## config.mk

```make
export PLATFORM = sky130hd
export DESIGN_NAME = rf_write_port_ctrl
export DESIGN_NICKNAME = d
export VERILOG_FILES = /design/src/rtl/rf_write_port_ctrl.sv
export SDC_FILE = /design/constraint.sdc
export NUM_CORES = 1
export LEC_CHECK = 0
export BUFFER_PORTS_ARGS = -buffer_cell sky130_fd_sc_hd__buf_2
export CAP_MARGIN = 20
export CORE_MARGIN = 8
export CORE_UTILIZATION = 53
export DETAILED_ROUTE_END_ITERATION = 16
export PLACE_DENSITY_LB_ADDON = 0.25
export SYNTH_ARGS = -nofsm -noshare
export SYNTH_HDL_FRONTEND = slang
export SYNTH_SLANG_ARGS = --single-unit
```

## constraint.sdc

```tcl
create_clock -name clk -period 2.4 [get_ports clk]
set_input_delay 0.48 -clock clk [delete_from_list [all_inputs] [get_ports clk]]
set_output_delay 0.48 -clock clk [all_outputs]
set_load 0.005 [all_outputs]
```

## src/rtl/rf_write_port_ctrl.sv

```systemverilog
`default_nettype none
// ============================================================================
// Module : rf_write_port_ctrl
// Purpose: Owns the single write port of the register file. It merges the
//          in-order pipeline writeback, which has absolute priority, with
//          long-latency results queued in a small FIFO. The FIFO drains into
//          any write slot the pipeline leaves free. A per-register busy mask
//          is exported to the hazard unit.
// Ports  : clk, rst (sync, active-low)
//          wb_valid/wb_rd/wb_data     - pipeline writeback request
//          lu_valid/lu_ready/lu_rd/lu_data - long-latency push handshake
//          rf_write/rf_waddr/rf_wdata - register file write port (registered)
//          busy_mask                  - bit r = a live queued entry targets xr
//          q_count/q_full/q_empty     - FIFO occupancy (live + dead entries)
// Rev    : 1.0 - initial release
// ============================================================================
module rf_write_port_ctrl #(
  parameter int n     = 32,
  parameter int DEPTH = 4
) (
  input  logic                       clk,
  input  logic                       rst,
  input  logic                       wb_valid,
  input  logic [4:0]                 wb_rd,
  input  logic [n-1:0]               wb_data,
  input  logic                       lu_valid,
  output logic                       lu_ready,
  input  logic [4:0]                 lu_rd,
  input  logic [n-1:0]               lu_data,
  output logic                       rf_write,
  output logic [4:0]                 rf_waddr,
  output logic [n-1:0]               rf_wdata,
  output logic [31:0]                busy_mask,
  output logic [$clog2(DEPTH):0]     q_count,
  output logic                       q_full,
  output logic                       q_empty
);

  localparam int AW = $clog2(DEPTH);
  localparam int CW = AW + 1;

  // FIFO storage. The live bit marks entries still destined for the
  // register file; dead entries only occupy a slot until popped.
  logic [4:0]       rd_q   [DEPTH];
  logic [n-1:0]     data_q [DEPTH];
  logic [DEPTH-1:0] live_q, live_d;
  logic [AW-1:0]    wptr_q, wptr_d;
  logic [AW-1:0]    rptr_q, rptr_d;
  logic [CW-1:0]    count_q, count_d;
  logic [31:0]      busy_q, busy_d;

  logic             rf_write_q, rf_write_d;
  logic [4:0]       rf_waddr_q, rf_waddr_d;
  logic [n-1:0]     rf_wdata_q, rf_wdata_d;

  logic             w_p1;
  logic             w_pop;
  logic             w_push;
  logic             w_push_live;

  assign q_full    = (count_q == CW'(DEPTH));
  assign q_empty   = (count_q == '0);
  // Ready looks only at the registered count, so a same-cycle pop never
  // creates room for a push.
  assign lu_ready  = !q_full;
  assign q_count   = count_q;
  assign busy_mask = busy_q;
  assign rf_write  = rf_write_q;
  assign rf_waddr  = rf_waddr_q;
  assign rf_wdata  = rf_wdata_q;

  assign w_p1   = wb_valid && (wb_rd != 5'd0);
  assign w_pop  = !w_p1 && !q_empty;
  assign w_push = lu_valid && lu_ready;
  // An incoming entry is dead on arrival if it targets x0 or if the pipeline
  // is writing the same register in this very cycle (pipeline value is newer).
  assign w_push_live = (lu_rd != 5'd0) && !(w_p1 && (lu_rd == wb_rd));

  // Next-state for live bits, pointers, count and busy mask.
  always_comb begin
    live_d  = live_q;
    wptr_d  = wptr_q;
    rptr_d  = rptr_q;
    count_d = count_q;
    busy_d  = '0;

    // Kill every queued entry overwritten by the pipeline write.
    if (w_p1) begin
      for (int i = 0; i < DEPTH; i++) begin
        if (live_q[i] && (rd_q[i] == wb_rd)) begin
          live_d[i] = 1'b0;
        end
      end
    end

    if (w_pop) begin
      live_d[rptr_q] = 1'b0;
      rptr_d         = rptr_q + AW'(1);
    end

    if (w_push) begin
      live_d[wptr_q] = w_push_live;
      wptr_d         = wptr_q + AW'(1);
    end

    case ({w_push, w_pop})
      2'b10:   count_d = count_q + CW'(1);
      2'b01:   count_d = count_q - CW'(1);
      default: count_d = count_q;
    endcase

    // Busy mask built from the post-update entry set; the slot being pushed
    // takes its new destination, every other slot keeps its stored one.
    for (int i = 0; i < DEPTH; i++) begin
      if (live_d[i]) begin
        if (w_push && (AW'(i) == wptr_q)) begin
          busy_d[lu_rd] = 1'b1;
        end else begin
          busy_d[rd_q[i]] = 1'b1;
        end
      end
    end
    busy_d[0] = 1'b0;
  end

  // Write-slot arbitration: pipeline first, then the FIFO head.
  always_comb begin
    rf_write_d = 1'b0;
    rf_waddr_d = rf_waddr_q;
    rf_wdata_d = rf_wdata_q;
    if (w_p1) begin
      rf_write_d = 1'b1;
      rf_waddr_d = wb_rd;
      rf_wdata_d = wb_data;
    end else if (w_pop && live_q[rptr_q]) begin
      rf_write_d = 1'b1;
      rf_waddr_d = rd_q[rptr_q];
      rf_wdata_d = data_q[rptr_q];
    end
    // A dead head still consumes the slot but produces no write and leaves
    // the address/data outputs untouched.
  end

  // Control state with synchronous active-low reset.
  always_ff @(posedge clk) begin
    if (!rst) begin
      live_q     <= '0;
      wptr_q     <= '0;
      rptr_q     <= '0;
      count_q    <= '0;
      busy_q     <= '0;
      rf_write_q <= 1'b0;
      rf_waddr_q <= '0;
      rf_wdata_q <= '0;
    end else begin
      live_q     <= live_d;
      wptr_q     <= wptr_d;
      rptr_q     <= rptr_d;
      count_q    <= count_d;
      busy_q     <= busy_d;
      rf_write_q <= rf_write_d;
      rf_waddr_q <= rf_waddr_d;
      rf_wdata_q <= rf_wdata_d;
    end
  end

  // Payload storage needs no reset: contents are only observed through
  // live bits, which are cleared on reset.
  always_ff @(posedge clk) begin
    if (rst && w_push) begin
      rd_q[wptr_q]   <= lu_rd;
      data_q[wptr_q] <= lu_data;
    end
  end

endmodule
`default_nettype wire
```

=== After elaboration in Yosys (flattened, before gate mapping) ===
Memory sizes are Yosys's and may differ from the RTL's. A register that Yosys moved wholly into a read port is not among the register bits.
Index checks and enable logic that the tools add are counted.

* Flip-flop bits (word level): 81
* Memory bits (writable): 148
* Bits of input ports: 78
* Output and inout port bits: 76
* Word-level logic and storage cells: 125
* Memories: 2

* Add/sub/neg operators: 4
* $lt $le $gt $ge: 14
* Equal/unequal tests: 11
* Muxes and demuxes: 45
* Bitwise operators: 8
* Reductions and logical operators: 32

{| class="wikitable"
|+ Memories
! memory !! depth !! width !! rd ports !! clocked after Yosys merged registers in !! write ports !! line !! text
|-
| data_q || 4 || 32 || 1 || 1 || 1 || 45 || <nowiki>logic [n-1:0] data_q [DEPTH];</nowiki>
|-
| rd_q || 4 || 5 || 5 || 1 || 1 || 44 || <nowiki>logic [4:0] rd_q [DEPTH];</nowiki>
|}

{| class="wikitable"
|+ Operators with widths
! operator !! number
|-
| $mux 32 || 10
|-
| $or 32x32->32 || 6
|-
| $lt 5x6->1 const B || 5
|-
| $demux 1 s5 || 5
|-
| $eq 5x5->1 || 5
|-
| $ge 5x1->1 const B || 5
|-
| $logic_and 1x1->1 || 22
|-
| $mux 1 || 16
|-
| $mux 4 || 3
|-
| $mux 5 || 2
|-
| $reduce_bool 5->1 || 2
|-
| $mux 2 || 4
|-
| $lt 2x3->1 const B || 2
|-
| $pmux 3 s2 || 1
|-
| $add 2x1->2 const B || 2
|-
| $and 4x4->4 || 1
|-
| $bwmux 4 || 1
|-
| $demux 1 s2 || 2
|-
| $eq 2x2->1 const A || 2
|-
| $ge 2x1->1 const B || 2
|-
| $logic_not 1->1 || 4
|-
| $not 4->4 || 1
|-
| $reduce_bool 2->1 || 2
|-
| $add 3x1->3 const B || 1
|-
| 8 further kinds || 8
|}

=== Depth between registers and ports, before layout ===
* Depth in word-level cells: 19
* Depth in mapped cells: 11
* Gate-level depth less buffers: 9

=== Least setup slack after synthesis ===
OpenSTA, ideal clock, no wires.

* Kind: input to register
* Start: in wb_rd[1]
* End: reg count_q[2], in the netlist q_count[2]
* Arrival time: 2453 ps
* Slack: -129 ps
* Stages: 10
* Path through: buf_2 o31ai_1 and3_1 buf_2 ha_1 inv_1 fa_1 xor2_1 or3_1 a21boi_0

* Cells in the longest elaborated chain, start to end: 6
* Elaborated cells on any way between the ends: 8
* Those cells by class: 2 x eq/ne; 1 x mux; 5 x reduce/logical

{| class="wikitable"
|+ RTL lines
! element !! line !! text
|-
| start, declared || 24 || <nowiki>input logic [4:0] wb_rd,</nowiki>
|-
| $reduce_bool 5->1 (*) || 72 || <nowiki>assign w_p1 = wb_valid && (wb_rd != 5'd0);</nowiki>
|-
| $logic_and 1x1->1 (*) || 72 ||
|-
| $logic_not 1->1 (*) || 73 || <nowiki>assign w_pop = !w_p1 && !q_empty;</nowiki>
|-
| $logic_and 1x1->1 (*) || 73 ||
|-
| $eq 2x1->1 / $eq 2x2->1 (equally long branches) || 106 || <nowiki>case ({w_push, w_pop})</nowiki>
|-
| $pmux 3 s2 / $reduce_bool 2->1 (equally long branches) || - ||
|-
| end signal, assigned || 159 || <nowiki>count_q <= count_d;</nowiki>
|-
| end, declared || 49 || <nowiki>logic [CW-1:0] count_q, count_d;</nowiki>
|}

Mark *: on every way between the ends. The rest lies on a longest branch, timed or not.
A chain may end at the register's enable or synchronous reset.

=== Worst setup path in the final report ===
* Start: reg count_q[2], in the netlist q_count[2]
* End: reg busy_q[18], in the netlist busy_mask[18]

* Cells in the longest elaborated chain, start to end: 16
* Elaborated cells on any way between the ends: 27
* Those cells by class: 1 x eq/ne; 11 x mux; 6 x bitwise; 9 x reduce/logical

{| class="wikitable"
|+ RTL lines
! element !! line !! text
|-
| $logic_not 3->1 || 62 || <nowiki>assign q_empty = (count_q == '0);</nowiki>
|-
| $logic_not 1->1 || 73 ||
|-
| $logic_and 1x1->1 || 73 ||
|-
| $mux 4 || 96 || <nowiki>if (w_pop) begin</nowiki>
|-
| $bwmux 4 || 102 || <nowiki>live_d[wptr_q] = w_push_live;</nowiki>
|-
| $mux 4 || 101 || <nowiki>if (w_push) begin</nowiki>
|-
| $mux 32 || 115 || <nowiki>if (live_d[i]) begin</nowiki>
|-
| $or 32x32->32 (no line) || - ||
|-
| $mux 32 || 116 || <nowiki>if (w_push && (AW'(i) == wptr_q)) begin</nowiki>
|-
| $mux 32 || 115 ||
|-
| $or 32x32->32 (no line) || - ||
|-
| $mux 32 || 116 ||
|-
| $mux 32 || 115 ||
|-
| $or 32x32->32 (no line) || - ||
|-
| $mux 32 || 116 ||
|-
| $mux 32 (*) || 115 ||
|-
| end signal, assigned || 160 || <nowiki>busy_q <= busy_d;</nowiki>
|-
| end, declared || 50 || <nowiki>logic [31:0] busy_q, busy_d;</nowiki>
|}

Marked as above.

==> impl_metrics.sql <==
INSERT INTO impl_metrics (metric_group, metric, value, unit) VALUES
('worst_setup_path', 'cp_data_arrival_time', '2.64', 'ns'),
('floorplanning', 'design.portCount', '154', ''),
('floorplanning', 'die_height', '163', 'um'),
('grt', 'vias_in_the_first_global_route', '8476', ''),
('floorplanning', 'die_x', '163', 'um'),
('route', 'wirelength_met1', '12.2', 'mm'),
('sta', 'finalSetupViolations', '0', ''),
('logic_synthesis', 'yosysWarningCount', '0', ''),
('power_and_ir_drop', 'p_leak', '5.30', 'nW'),
('floorplanning', 'core', '21600', 'sq um'),
('worst_setup_path', 'worst_setup_path_start_kind', 'register', ''),
('route', 'route.top_layer_used', 'met5', ''),
('clock_tree', 'inserted_clock_buffers', '24', ''),
('power_and_ir_drop', 'vdd_drop_max', '0.685', 'mV'),
('route', 'wirelength', '30.8', 'mm'),
('route', 'first_iter_violations', '798', ''),
('logic_synthesis', 'ys_async_sr_fraction', '0', '%'),
('sta', 'setup_repair_after_global_routing_missed_its_margin', 'false', ''),
('placed_design', 'post-place-cells', '1355', ''),
('placed_design', 'hpwl', '20.8', 'mm'),
('floorplanning', 'floorplan.die_area', '26700', 'sq um'),
('worst_setup_path', 'classification_of_the_worst_setup_path', 'reg -> reg', ''),
('status', 'run_status', 'finished, final reports clean', ''),
('clock_tree', 'cts_tree', 'yes', ''),
('grt', 'antenna_found_initial', '4', ''),
('grt', 'grt_start_max_net_pins', '50', ''),
('sta', 'fmax', '443', 'MHz'),
('grt', 'globalRoute.totalOverflow', '0', ''),
('sta', 'timing_max_transition_violations_final', '0', ''),
('sta', 'post-route-worst-setup-slack', '0.142', 'ns'),
('finish', 'final_cell_area', '13500', 'sq um'),
('grt', 'wire_length_of_the_first_global_routing_pass', '47.5', 'mm'),
('logic_synthesis', 'most_numerous_cell_in_the_yosys_netlist', 'sky130_fd_sc_hd__edfxtp_1', ''),
('clock_tree', 'post_cts_hold_buffer_count', '0', ''),
('worst_setup_path', 'timing.critical_path.required', '2.78', 'ns'),
('logic_synthesis', 'synth_seq_cells', '230', ''),
('clock_tree', 'clk_pin_slew', '0.06', 'ns'),
('logic_synthesis', 'postSynthAreaPerCell', '12.0', 'sq um'),
('worst_setup_path', 'worstPathMaxFanout', '30', ''),
('finish', 'stdcell_count', '1402', ''),
('placed_design', 'placement.io_buffers', '152', ''),
('logic_synthesis', 'synth_top_area_cell', 'sky130_fd_sc_hd__edfxtp_1', ''),
('logic_synthesis', 'ys_top_cells_by_count', '148 x sky130_fd_sc_hd__edfxtp_1, 96 x sky130_fd_sc_hd__nor2_1, 82 x sky130_fd_sc_hd__dfxtp_1', ''),
('sta', 'worstMarginPinSlew', '1.04', 'ns'),
('route', 'route.detailed.vias_per_inst', '6.13', ''),
('clock_tree', 'cts.repair_timing.setup_buffer_count', '0', ''),
('clock_tree', 'clock_latency', '0.53', 'ns'),
('sta', 'final_min_period_over_clock_period', '94.1', '%'),
('sta', 'report.final.hold_viol_count', '0', ''),
('logic_synthesis', 'postSynthNetCount', '1048', ''),
('logic_synthesis', 'top_cells_by_area_synth', 'sky130_fd_sc_hd__edfxtp_1 39%, sky130_fd_sc_hd__dfxtp_1 14%, sky130_fd_sc_hd__mux4_2 7.4%', ''),
('clock_tree', 'cts_sinks', '230', ''),
('placed_design', 'post-place-ws', '-0.0389', 'ns'),
('sta', 'period_needed', '2.26', 'ns'),
('sta', 'slew-limit-headroom', '30.4', '%'),
('placed_design', 'final_weighted_congestion_in_routability_driven_placement', '0.969', ''),
('logic_synthesis', 'netlist-cell-type-count', '53', ''),
('worst_setup_path', 'worst_setup_path_end_kind', 'register', ''),
('finish', 'fill_cell_instance_count_of_the_final_layout', '1650', ''),
('clock_tree', 'h-tree-depth', '1', ''),
('clock_tree', 'clockRootBuffer', 'sky130_fd_sc_hd__clkbuf_16', ''),
('finish', 'multi_input_area', '4930', 'sq um'),
('sta', 'clock-skew-final', '0.0167', 'ns'),
('route', 'route.met3.wl', '3.06', 'mm'),
('placed_design', 'placed_cell_area', '12700', 'sq um'),
('clock_tree', 'cts_buffer_depth', '3', ''),
('worst_hold_path', 'worstHoldPathType', 'in -> reg', ''),
('grt', 'total_track_usage', '22.6', '%'),
('floorplanning', 'floorplan.initialDensity', '53.3', '%'),
('route', 'number_of_iterations_in_the_first_detailed_routing_pass', '5', ''),
('route', 'routed_wirelength_normalized_by_instance_count', '22.0', 'um');
metal layers:
layer  GRT usage (%)  up-vias
met4            8.30        6
met3            5.65       86
met2            36.5      471
met1            29.1     4086
li1                -     3943
met5               0        -
cell usage in the layout, fill, tap and decap left out, types with 5 or more instances in the layout:
cell type / n
sky130_fd_sc_hd__and2_1: 10
sky130_fd_sc_hd__clkinv_2: 7
sky130_fd_sc_hd__ha_1: 8
sky130_fd_sc_hd__clkbuf_1: 6
sky130_fd_sc_hd__buf_12: 10
sky130_fd_sc_hd__and3b_1: 5
sky130_fd_sc_hd__o21ai_0: 8
sky130_fd_sc_hd__o211a_1: 37
sky130_fd_sc_hd__a31oi_1: 62
sky130_fd_sc_hd__nand2_1: 79
sky130_fd_sc_hd__buf_2: 152
sky130_fd_sc_hd__or3b_2: 7
sky130_fd_sc_hd__nor2_1: 96
sky130_fd_sc_hd__and3_1: 5
sky130_fd_sc_hd__mux4_2: 38
sky130_fd_sc_hd__inv_1: 12
sky130_fd_sc_hd__dfxtp_1: 78
sky130_fd_sc_hd__nand3b_1: 10
sky130_fd_sc_hd__nor2b_1: 8
sky130_fd_sc_hd__o31ai_1: 26
sky130_fd_sc_hd__o32ai_1: 5
sky130_fd_sc_hd__nor3b_1: 10
sky130_fd_sc_hd__o221ai_2: 27
sky130_fd_sc_hd__nor3_1: 61
sky130_fd_sc_hd__mux2i_1: 39
sky130_fd_sc_hd__buf_4: 44
sky130_fd_sc_hd__xor2_1: 5
sky130_fd_sc_hd__clkbuf_16: 25
sky130_fd_sc_hd__xnor2_1: 24
sky130_fd_sc_hd__nand3_1: 11
sky130_fd_sc_hd__edfxtp_1: 148
cell families (layout without fill, tap and decap cells):
group | after synthesis | after routing | synth area share [%]
and+or+nand+nor | 323 | 323 | 13.8
DFF | 230 | 230 | 53.0
AOI/OAI and AO/OA | 186 | 186 | 14.4
buffers and inverters | 103 | 262 | 4.43
muxes | 78 | 78 | 10.9
xor gates and xnor gates | 29 | 29 | 2.21
adders and majority gates | 10 | 10 | 1.15
other | 1 | 4 | 0.0326
layout make-up:
| type | count | area share, % |
|---|---|---|
| clock inverter | 11 | 0.981 |
| inverter | 12 | 0.333 |
| sequential | 230 | 45.0 |
| tap | 280 | 2.59 |
| antenna | 3 | 0.0555 |
| clock buffer | 33 | 5.00 |
| multi-input combinational | 627 | 36.5 |
| timing repair buffer | 206 | 9.55 |
flip-flops by register name, summed over array words and instances, names as in the netlist, named ones only:
name       count
rf_wdata      32
wptr_q         2
rf_write       1
live_q         4
rd_q          20
busy_mask     31
rf_waddr       5
rptr_q         2
q_count        3
data_q       128
worst max-delay path: stages, from the launching register on:
cell                       delay, ns
sky130_fd_sc_hd__dfxtp_2        0.36
sky130_fd_sc_hd__or3b_1         0.37
sky130_fd_sc_hd__buf_4          0.17
sky130_fd_sc_hd__o211a_1        0.14
sky130_fd_sc_hd__o21ai_1        0.16
sky130_fd_sc_hd__buf_12         0.22
sky130_fd_sc_hd__o32ai_1        0.09
sky130_fd_sc_hd__o21ai_0        0.42
sky130_fd_sc_hd__o221ai_2       0.17
power by group:
| part | switching [mW] | internal, mW | leakage (nW) |
|---|---|---|---|
| combinational | 1.24 | 1.07 | 2.89 |
| clock | 1.54 | 2.20 | 0.397 |
| sequential | 0.134 | 4.48 | 2.02 |
final timing paths:
path	startpoint	end	slack, ns	depth (start not counted)
max	q_count[2]$_SDFFE_PN0P_	busy_mask[18]$_SDFF_PN0_	0.14	8
max reg2reg	q_count[2]$_SDFFE_PN0P_	busy_mask[18]$_SDFF_PN0_	0.14	8
min	lu_data[8]	data_q[0][8]$_DFFE_PP_	0.16	1
min reg2reg	wptr_q[1]$_SDFFE_PN0P_	wptr_q[1]$_SDFFE_PN0P_	0.51	2
per-stage QoR:
step | TNS, ns | power (mW) | hold WS, ns | util, %
final | 0 | 10.7 | 0.164 | 62.8
after detailed placement | -0.0927 | 7.01 | 0.496 | 59.0
after CTS | 0 | 10.8 | 0.141 | 62.7
after global routing | 0 | 11.1 | 0.147 | 62.7
after global placement | 0 | 6.99 | 0.488 | 59.0
after floorplan | 0 | 6.28 | 0.473 | -
Power figures use the tool's default switching activity.
